## src/rtl/conv1_wm_loader.sv

```systemverilog
// ---------------------------------------------------------------------------
// conv1_wm_loader
//
// Fill stage for the conv1 weight RAM. A narrow valid/ready weight stream is
// packed beat by beat into full RAM words (beat 0 in the LSBs), and each
// completed word is written to the RAM write port at sequential addresses
// starting from 0. A load ends on s_last or after DEPTH words. A trailing
// partial word is written with its unfilled lanes zero. done pulses one cycle
// after the final write, so port B readers see the complete image.
//
// Ports:
//   clk          - single clock (also clocks the RAM)
//   rst_n        - asynchronous active-low reset, aborts any load
//   start        - one-cycle pulse, begins a load when idle
//   s_valid      - stream beat valid
//   s_data       - stream beat, IN_WIDTH bits
//   s_last       - final beat of the load, qualified by s_valid
//   s_ready      - stream ready, high only while loading
//   wea          - RAM write enable, one cycle per word
//   addra        - RAM write address
//   dina         - RAM write data, OUT_WIDTH bits
//   busy         - high from the cycle after start through the done cycle
//   done         - one-cycle pulse when the load is complete
//   words_loaded - words written in the last/current load
// ---------------------------------------------------------------------------
module conv1_wm_loader #(
  parameter int IN_WIDTH   = 64,
  parameter int OUT_WIDTH  = 512,
  parameter int ADDR_WIDTH = 8,
  parameter int DEPTH      = 242
) (
  input  logic                  clk,
  input  logic                  rst_n,
  input  logic                  start,
  input  logic                  s_valid,
  input  logic [IN_WIDTH-1:0]   s_data,
  input  logic                  s_last,
  output logic                  s_ready,
  output logic                  wea,
  output logic [ADDR_WIDTH-1:0] addra,
  output logic [OUT_WIDTH-1:0]  dina,
  output logic                  busy,
  output logic                  done,
  output logic [ADDR_WIDTH:0]   words_loaded
);

  localparam int BEATS  = OUT_WIDTH / IN_WIDTH;
  localparam int BEAT_W = (BEATS > 1) ? $clog2(BEATS) : 1;
  localparam logic [BEAT_W-1:0]     LAST_BEAT = BEAT_W'(BEATS - 1);
  localparam logic [ADDR_WIDTH-1:0] LAST_WORD = ADDR_WIDTH'(DEPTH - 1);

  typedef enum logic [1:0] {
    IDLE,
    LOAD,
    FLUSH,
    DONE
  } state_t;

  state_t state, state_next;

  logic [BEAT_W-1:0]     beat_cnt;
  logic [OUT_WIDTH-1:0]  pack;
  logic [OUT_WIDTH-1:0]  pack_merged;
  logic [ADDR_WIDTH-1:0] word_ptr;
  logic accept, word_full, commit, end_load;

  // The word pointer is simply the low bits of the words-written count.
  assign word_ptr = words_loaded[ADDR_WIDTH-1:0];

  // Status outputs are pure decodes of the state, so reset forces them low
  // without waiting for a clock.
  assign s_ready = (state == LOAD);
  assign busy    = (state != IDLE);
  assign done    = (state == DONE);

  // Beat acceptance and the pack register with the incoming beat merged in.
  // A word is committed when its last lane arrives or when s_last closes a
  // partial word; committing a partial word here puts its write in the
  // FLUSH cycle, one cycle ahead of done.
  always_comb begin
    accept      = s_valid && (state == LOAD);
    word_full   = (beat_cnt == LAST_BEAT);
    commit      = accept && (word_full || s_last);
    end_load    = accept && (s_last || (word_full && (word_ptr == LAST_WORD)));
    pack_merged = pack;
    for (int k = 0; k < BEATS; k++) begin
      if (beat_cnt == BEAT_W'(k)) begin
        pack_merged[k*IN_WIDTH +: IN_WIDTH] = s_data;
      end
    end
  end

  // State register.
  always_ff @(posedge clk or negedge rst_n) begin
    if (!rst_n) begin
      state <= IDLE;
    end else begin
      state <= state_next;
    end
  end

  // Next-state logic. FLUSH and DONE each last exactly one cycle.
  always_comb begin
    state_next = state;
    case (state)
      IDLE:    if (start) state_next = LOAD;
      LOAD:    if (end_load) state_next = FLUSH;
      FLUSH:   state_next = DONE;
      DONE:    state_next = IDLE;
      default: state_next = IDLE;
    endcase
  end

  // Packing datapath and RAM write port. The output registers are separate
  // from the pack register so the next word can start filling in the same
  // cycle a finished word is being written.
  always_ff @(posedge clk or negedge rst_n) begin
    if (!rst_n) begin
      beat_cnt     <= '0;
      pack         <= '0;
      words_loaded <= '0;
      wea          <= 1'b0;
      addra        <= '0;
      dina         <= '0;
    end else begin
      wea <= 1'b0;
      if ((state == IDLE) && start) begin
        beat_cnt     <= '0;
        pack         <= '0;
        words_loaded <= '0;
      end else if (accept) begin
        if (commit) begin
          wea          <= 1'b1;
          addra        <= word_ptr;
          dina         <= pack_merged;
          words_loaded <= words_loaded + 1'b1;
          beat_cnt     <= '0;
          pack         <= '0;
        end else begin
          pack     <= pack_merged;
          beat_cnt <= beat_cnt + 1'b1;
        end
      end
    end
  end

endmodule

```

## config.mk

```make
export PLATFORM = sky130hd
export DESIGN_NAME = conv1_wm_loader
export DESIGN_NICKNAME = d
export VERILOG_FILES = /design/src/rtl/conv1_wm_loader.sv
export SDC_FILE = /design/constraint.sdc
export NUM_CORES = 2
export LEC_CHECK = 0
export ABC_CLOCK_PERIOD_IN_PS = 4100
export BUFFER_PORTS_ARGS = -buffer_cell sky130_fd_sc_hd__buf_2
export CELL_PAD_IN_SITES_DETAIL_PLACEMENT = 2
export CELL_PAD_IN_SITES_GLOBAL_PLACEMENT = 2
export CORE_UTILIZATION = 41
export CTS_CLUSTER_DIAMETER = 200
export DETAILED_ROUTE_END_ITERATION = 7
export HOLD_SLACK_MARGIN = 0.12
export PLACE_DENSITY_LB_ADDON = 0.2
export RECOVER_POWER = 100
export SLEW_MARGIN = 20
export SYNTH_ARGS = -nofsm -noshare
export SYNTH_HDL_FRONTEND = slang
export SYNTH_SLANG_ARGS = --single-unit
```

## constraint.sdc

```tcl
create_clock -name clk -period 4.1 [get_ports clk]
set_clock_uncertainty 0.15 [all_clocks]
set_input_delay 0.82 -clock clk [delete_from_list [all_inputs] [get_ports clk]]
set_output_delay 0.82 -clock clk [all_outputs]
set_load 0.005 [all_outputs]
```

After elaboration in Yosys (flattened, before gate mapping)
Index checks and enable logic that the tools add are counted.
{ "op_classes": {"n_bitwise": 1, "eq_ne": 13, "muxes": 23, "n_reduce_logical": 15, "addsub": 2} }
{ "op_table": {"columns": ["operator", "n"], "rows": [
  ["512-bit two-way mux", 3],
  ["64-bit two-way mux", 8],
  ["9-bit two-way mux", 3],
  ["3-bit == test, second input constant", 4],
  ["9-bit by 1-bit adder with 9-bit output, second input constant", 1],
  ["3-bit two-way mux", 3],
  ["8-bit == test, second input constant", 1],
  ["2-bit one-hot mux with 4 select lines", 1],
  ["3-bit by 2-bit == test with 1-bit output, second input constant", 2],
  ["2-bit nonzero test", 3],
  ["1-bit logical AND", 5],
  ["2-bit == test, second input constant", 2],
  ["2-bit two-way mux", 2],
  ["2-bit AND reduction", 2],
  ["3-bit by 1-bit adder with 3-bit output, second input constant", 1],
  ["3-bit by 1-bit == test with 1-bit output, second input constant", 1],
  ["3-bit logical NOT", 1],
  ["1-bit two-way mux", 3],
  ["3-bit AND reduction", 1],
  ["2-bit by 1-bit == test with 1-bit output, second input constant", 1],
  ["2-bit logical NOT", 1],
  ["1-bit logical OR", 2],
  ["2-bit by 1-bit inequality test with 1-bit output, second input constant", 1],
  ["2-bit inequality test, second input constant", 1],
  ["1-bit NOT", 1]
]} }
{ "word_totals": {"out_inout_bits": 533, "register_bits": 1047, "word_cells": 61, "input_bits": 69} }

Depth between registers and ports, before layout
{ "depth": {"word_depth": 6, "mapped_depth": 12, "mapped_depth_nobuf": 7} }

Worst setup path before layout
No wires, ideal clock.
{ "synth_path": {"kind": "input -> register", "from": "input port s_last", "to": "register dina[392]", "setup_time_ns": 0.132, "stages": 10, "arrival_time_ns": 2.153, "setup_slack_ns": 1.665, "cell_sequence": "buf_4 -> nor2_4 -> or3_1 -> buf_2 -> buf_6 -> buf_6 -> buf_6 -> buf_2 -> nand2_1 -> o21ai_1"} }
{ "synth_via": {"elab_chain_len": 3} }
{ "synth_lines": {"columns": ["element", "line_no", "rtl"], "rows": [
  ["start: declaration", "37", "input logic s_last,"],
  ["1-bit logical OR", "83", "commit = accept && (word_full || s_last);"],
  ["1-bit logical AND", "83", null],
  ["3-bit AND reduction (no source line)", null, null],
  ["end signal: assignment", "135", "dina <= pack_merged;"],
  ["end: declaration", "41", "output logic [OUT_WIDTH-1:0] dina,"]
]} }
Every way passes these cells.
A chain may end at the register's enable or synchronous reset.

Worst setup path in the final report
{ "layout_path": {"from": "register beat_cnt[0]", "to": "register pack[104]"} }
{ "layout_via": {"elab_chain_len": 6} }
{ "layout_lines": {"columns": ["element", "line_no", "rtl"], "rows": [
  ["start: declaration", "61", "logic [BEAT_W-1:0] beat_cnt;"],
  ["start signal: assignment", "141", "beat_cnt <= beat_cnt + 1'b1;"],
  ["3-bit == test", "82", "word_full = (beat_cnt == LAST_BEAT);"],
  ["1-bit logical OR", "83", null],
  ["1-bit logical AND", "83", null],
  ["512-bit two-way mux (*)", "132", "if (commit) begin"],
  ["512-bit two-way mux (*)", "131", "end else if (accept) begin"],
  ["512-bit two-way mux (*)", "127", "if ((state == IDLE) && start) begin"],
  ["end signal: assignment", "140", "pack <= pack_merged;"],
  ["end: declaration", "62", "logic [OUT_WIDTH-1:0] pack;"]
]} }
Every way passes the cells marked *; elsewhere a longest branch is shown, timed or not. The select of a mux whose other input is x is not followed.

==> metrics.txt <==
status finished, violations left; failing checks capacitance limit, slew limit; Sw Share 32.35%; slowest CP cell or4_1; arrival time worst endpoint between 4 and 5 ns; CP Cell Sequence ha_1 -> ha_1 -> or4_1 -> clkbuf_1 -> nor2_8 -> clkbuf_2 -> a22o_1; number of synthesis warnings 0; Clk pwr share between 30% and 40%; Tightest Pin Transition 1.935 ns; grt ovf 0; number of global-route vias before repair 35337; die area 105200 sq um; share of cells above drive strength 1 between 10% and 20%; CP max FO 31; VDD IR max 0.3000 mV; leading cell types in the layout, fill and taps excluded dfrtp_1, nand2_1, mux2i_1; Die W 324.3 um; drt first pass iters 4; Avg WL per Cell ~28 um; Synth Area in Adders 0.3819%; synth-to-layout area growth 18.29%; post-synthesis compound-gate area fraction between 10% and 20%; H-Tree Depth 3; post-placement worst setup slack 0.6751 ns; Crit path top cell by count ha_1; Synth Net Count about 3600; Die Y roughly 320 um; Critical Path RT between 4 and 5 ns; CTS tree yes; antenna violations before repair 0; synthesized cell area 42590 sq um; RSZ-0062 raised after global routing false; Ports about 600; Synth async-reset ratio 100.0%; synth unique cells 38; power per cell area 584.1 nW/um^2; Buffers on Ports 601; Leak between 20 and 30 nW; Clock Sinks 1047; Clock Pin Slew Worst Setup and Hold Paths 0.06 ns; sequential-to-total area share from yosys stat 61.51%; worst hold path cell count 2; Initial Utilization 41.62%; Reg2Reg Setup Slack roughly 0.47 ns; area leader, netlist dfrtp_1; Placer Congestion ~0.78; sink of the worst hold path dina[486]$_DFFE_PN0P_; via count about 32000; cell count after synthesis 3567; final worst setup slack 0.4744 ns; syn avg cell area 11.94 sq um; worst skew pair latency 0.71 ns; CTS max path bufs 3; Fmax 0.2758 GHz; DRC violations left 0; commonest non-fill, non-tap cell in the layout dfrtp_1; Setup CP Type reg -> reg; Max-Slew Margin vs Limit -29.00%; GRT Resource Usage Total between 20% and 30%; register share of total power 43.2%; Final Util 49.24%; post-CTS sizing 0; largest net degree at the start of global routing 108; CTS root buffer clkbuf_16; startpoint types flip-flop; Yosys top cell area share 61.51%; Reg2Reg Capture Point pack[104]$_DFFE_PN0P_; Filler cells 10187; total routed wirelength about 150 mm; CORE AREA between 100000 and 150000 sq um; TritonCTS Buffers about 110; Pint 0.01991 W; Fin. Hold Viols 0; P_sw 0.009520 W; Cell Rows 117; main combinational cell family by area after synthesis compound AO/OA/AOI/OAI gates; Layout Nets 4136; Max-Cap Viols 11; hold path startpoint dina[486]$_DFFE_PN0P_; Post-Synth XOR/XNOR Area 0.1234%; dpl hpwl 98.69 mm; mux share of post-synthesis cell area approximately 12%; fin crit share 88.43%; worst min path class reg -> reg; Setup crit end kind flip-flop; synth top area cells dfrtp_1, mux2i_1, a22o_1; post-layout min period 3.626 ns; WHS 0.3288 ns; hold buffer count at CTS 1; slowest stage delay, CP 0.92 ns; Avg Vias per Cell 5.729; count of state elements after synthesis 1047; first-pass GRT wire length 235.1 mm; Max Slew Vio Count 486; Primary FF master, synth dfrtp_1; post-route ant nets 0; EDFF count, synth 0; # Post-CTS Setup Buffers 0; Non-Filler Instances about 5500; simple-gate portion of the synthesized area 6.598%; Final TNS setup 0 ns; FF-to-FF path depth 7; combinational share of power 20.3%; reg-to-reg startpoint beat_cnt[0]$_DFFE_PN0P_; 1st-iter DRT viols between 1500 and 2000; dpl cells 5305; final setup violation count 0
[power by group through the flow]
stage	combinational [W]	sequential [W]	clock [W]
floorplan	0.00323	0.0124	0
global route	0.00647	0.0128	0.0113
detailed placement	0.00618	0.0128	0
finish	0.00598	0.0127	0.0107
global placement	0.00590	0.0128	0
CTS	0.00627	0.0127	0.0109
[how the worst max path moves through the flow]
stage	from	slack (ns)	endpoint	depth (start not counted)
after floorplan	s_last	1.66	dina[392]$_DFFE_PN0P_	10
after global placement	s_valid	0.75	pack[184]$_DFFE_PN0P_	6
after detailed placement	s_valid	0.68	pack[179]$_DFFE_PN0P_	6
after CTS	state[1]$_DFFE_PN0P_	0.81	pack[184]$_DFFE_PN0P_	8
after global routing	state[1]$_DFFE_PN0P_	0.35	pack[105]$_DFFE_PN0P_	9
final	beat_cnt[0]$_DFFE_PN0P_	0.47	pack[104]$_DFFE_PN0P_	7
[Yosys cell counts (2+ instances only)]
library cell / number
nor2_1: 19
buf_2: 79
nor2_8: 7
o211ai_1: 2
mux2i_1: 512
and2_1: 65
ha_1: 13
nand2_1: 546
o21ai_0: 316
nand2b_1: 5
clkbuf_1: 186
buf_4: 44
a21oi_1: 13
xnor2_1: 5
buf_1: 19
nor4_1: 4
inv_1: 11
o21ai_1: 200
dfrtp_1: 1047
or3_1: 3
buf_6: 5
a22o_1: 448
nand3_1: 3
[metrics by stage]
step	cell area (sq um)	power [W]
after floorplan	42590	0.01561
after global placement	47230	0.01868
after detailed placement	47230	0.01899
after CTS	51140	0.02989
after global routing	50380	0.03059
final	50380	0.02943
[area by class of cell]
type | count | area (sq um) | area share [%]
Clock inverter | 36 | 400.4 | 0.7947
Inverter | 11 | 41.29 | 0.08195
Clock buffer | 173 | 3501 | 6.949
Multi-Input combinational cell | 2176 | 14910 | 29.58
Timing Repair Buffer | 704 | 3620 | 7.185
Tap cell | 1368 | 1712 | 3.397
Antenna cell | 1 | 2.502 | 0.004967
Sequential cell | 1047 | 26200 | 52.00
[routing by layer]
layer	global-route usage (%)	share of wire, %	vias to the layer above
li1	-	-	13532
met1	37.39	42	16987
met2	49.93	50	841
met3	4.733	4.5	239
met4	11.30	3.7	0
met5	0	0	-
[critical path, delay by kind of cell, from the launching register on]
kind / cells / cell delay [ns]
compound gates: 1 / 0.25
fa+ha+maj: 2 / 0.56
buf+inv: 2 / 1.05
flops: 1 / 0.43
simple gates: 2 / 1.05
[sequential cells by signal (all words and copies together) (netlist names)]
| signal | count |
|---|---|
| addra | 8 |
| beat_cnt | 3 |
| dina | 512 |
| pack | 512 |
| state | 2 |
| wea | 1 |
| words_loaded | 9 |
[kinds of logic (layout without fill, tap and decap cells)]
family	after synthesis	in the layout
multiplexers	513	513
adder cells (fa/ha/maj)	13	13
AND/OR/NAND/NOR	659	659
XOR/XNOR	6	6
flip-flops	1047	1047
other	0	1
buffers and inverters	344	924
AO/OA/AOI/OAI	985	985
Note: power is estimated with default switching activity, not from simulation.
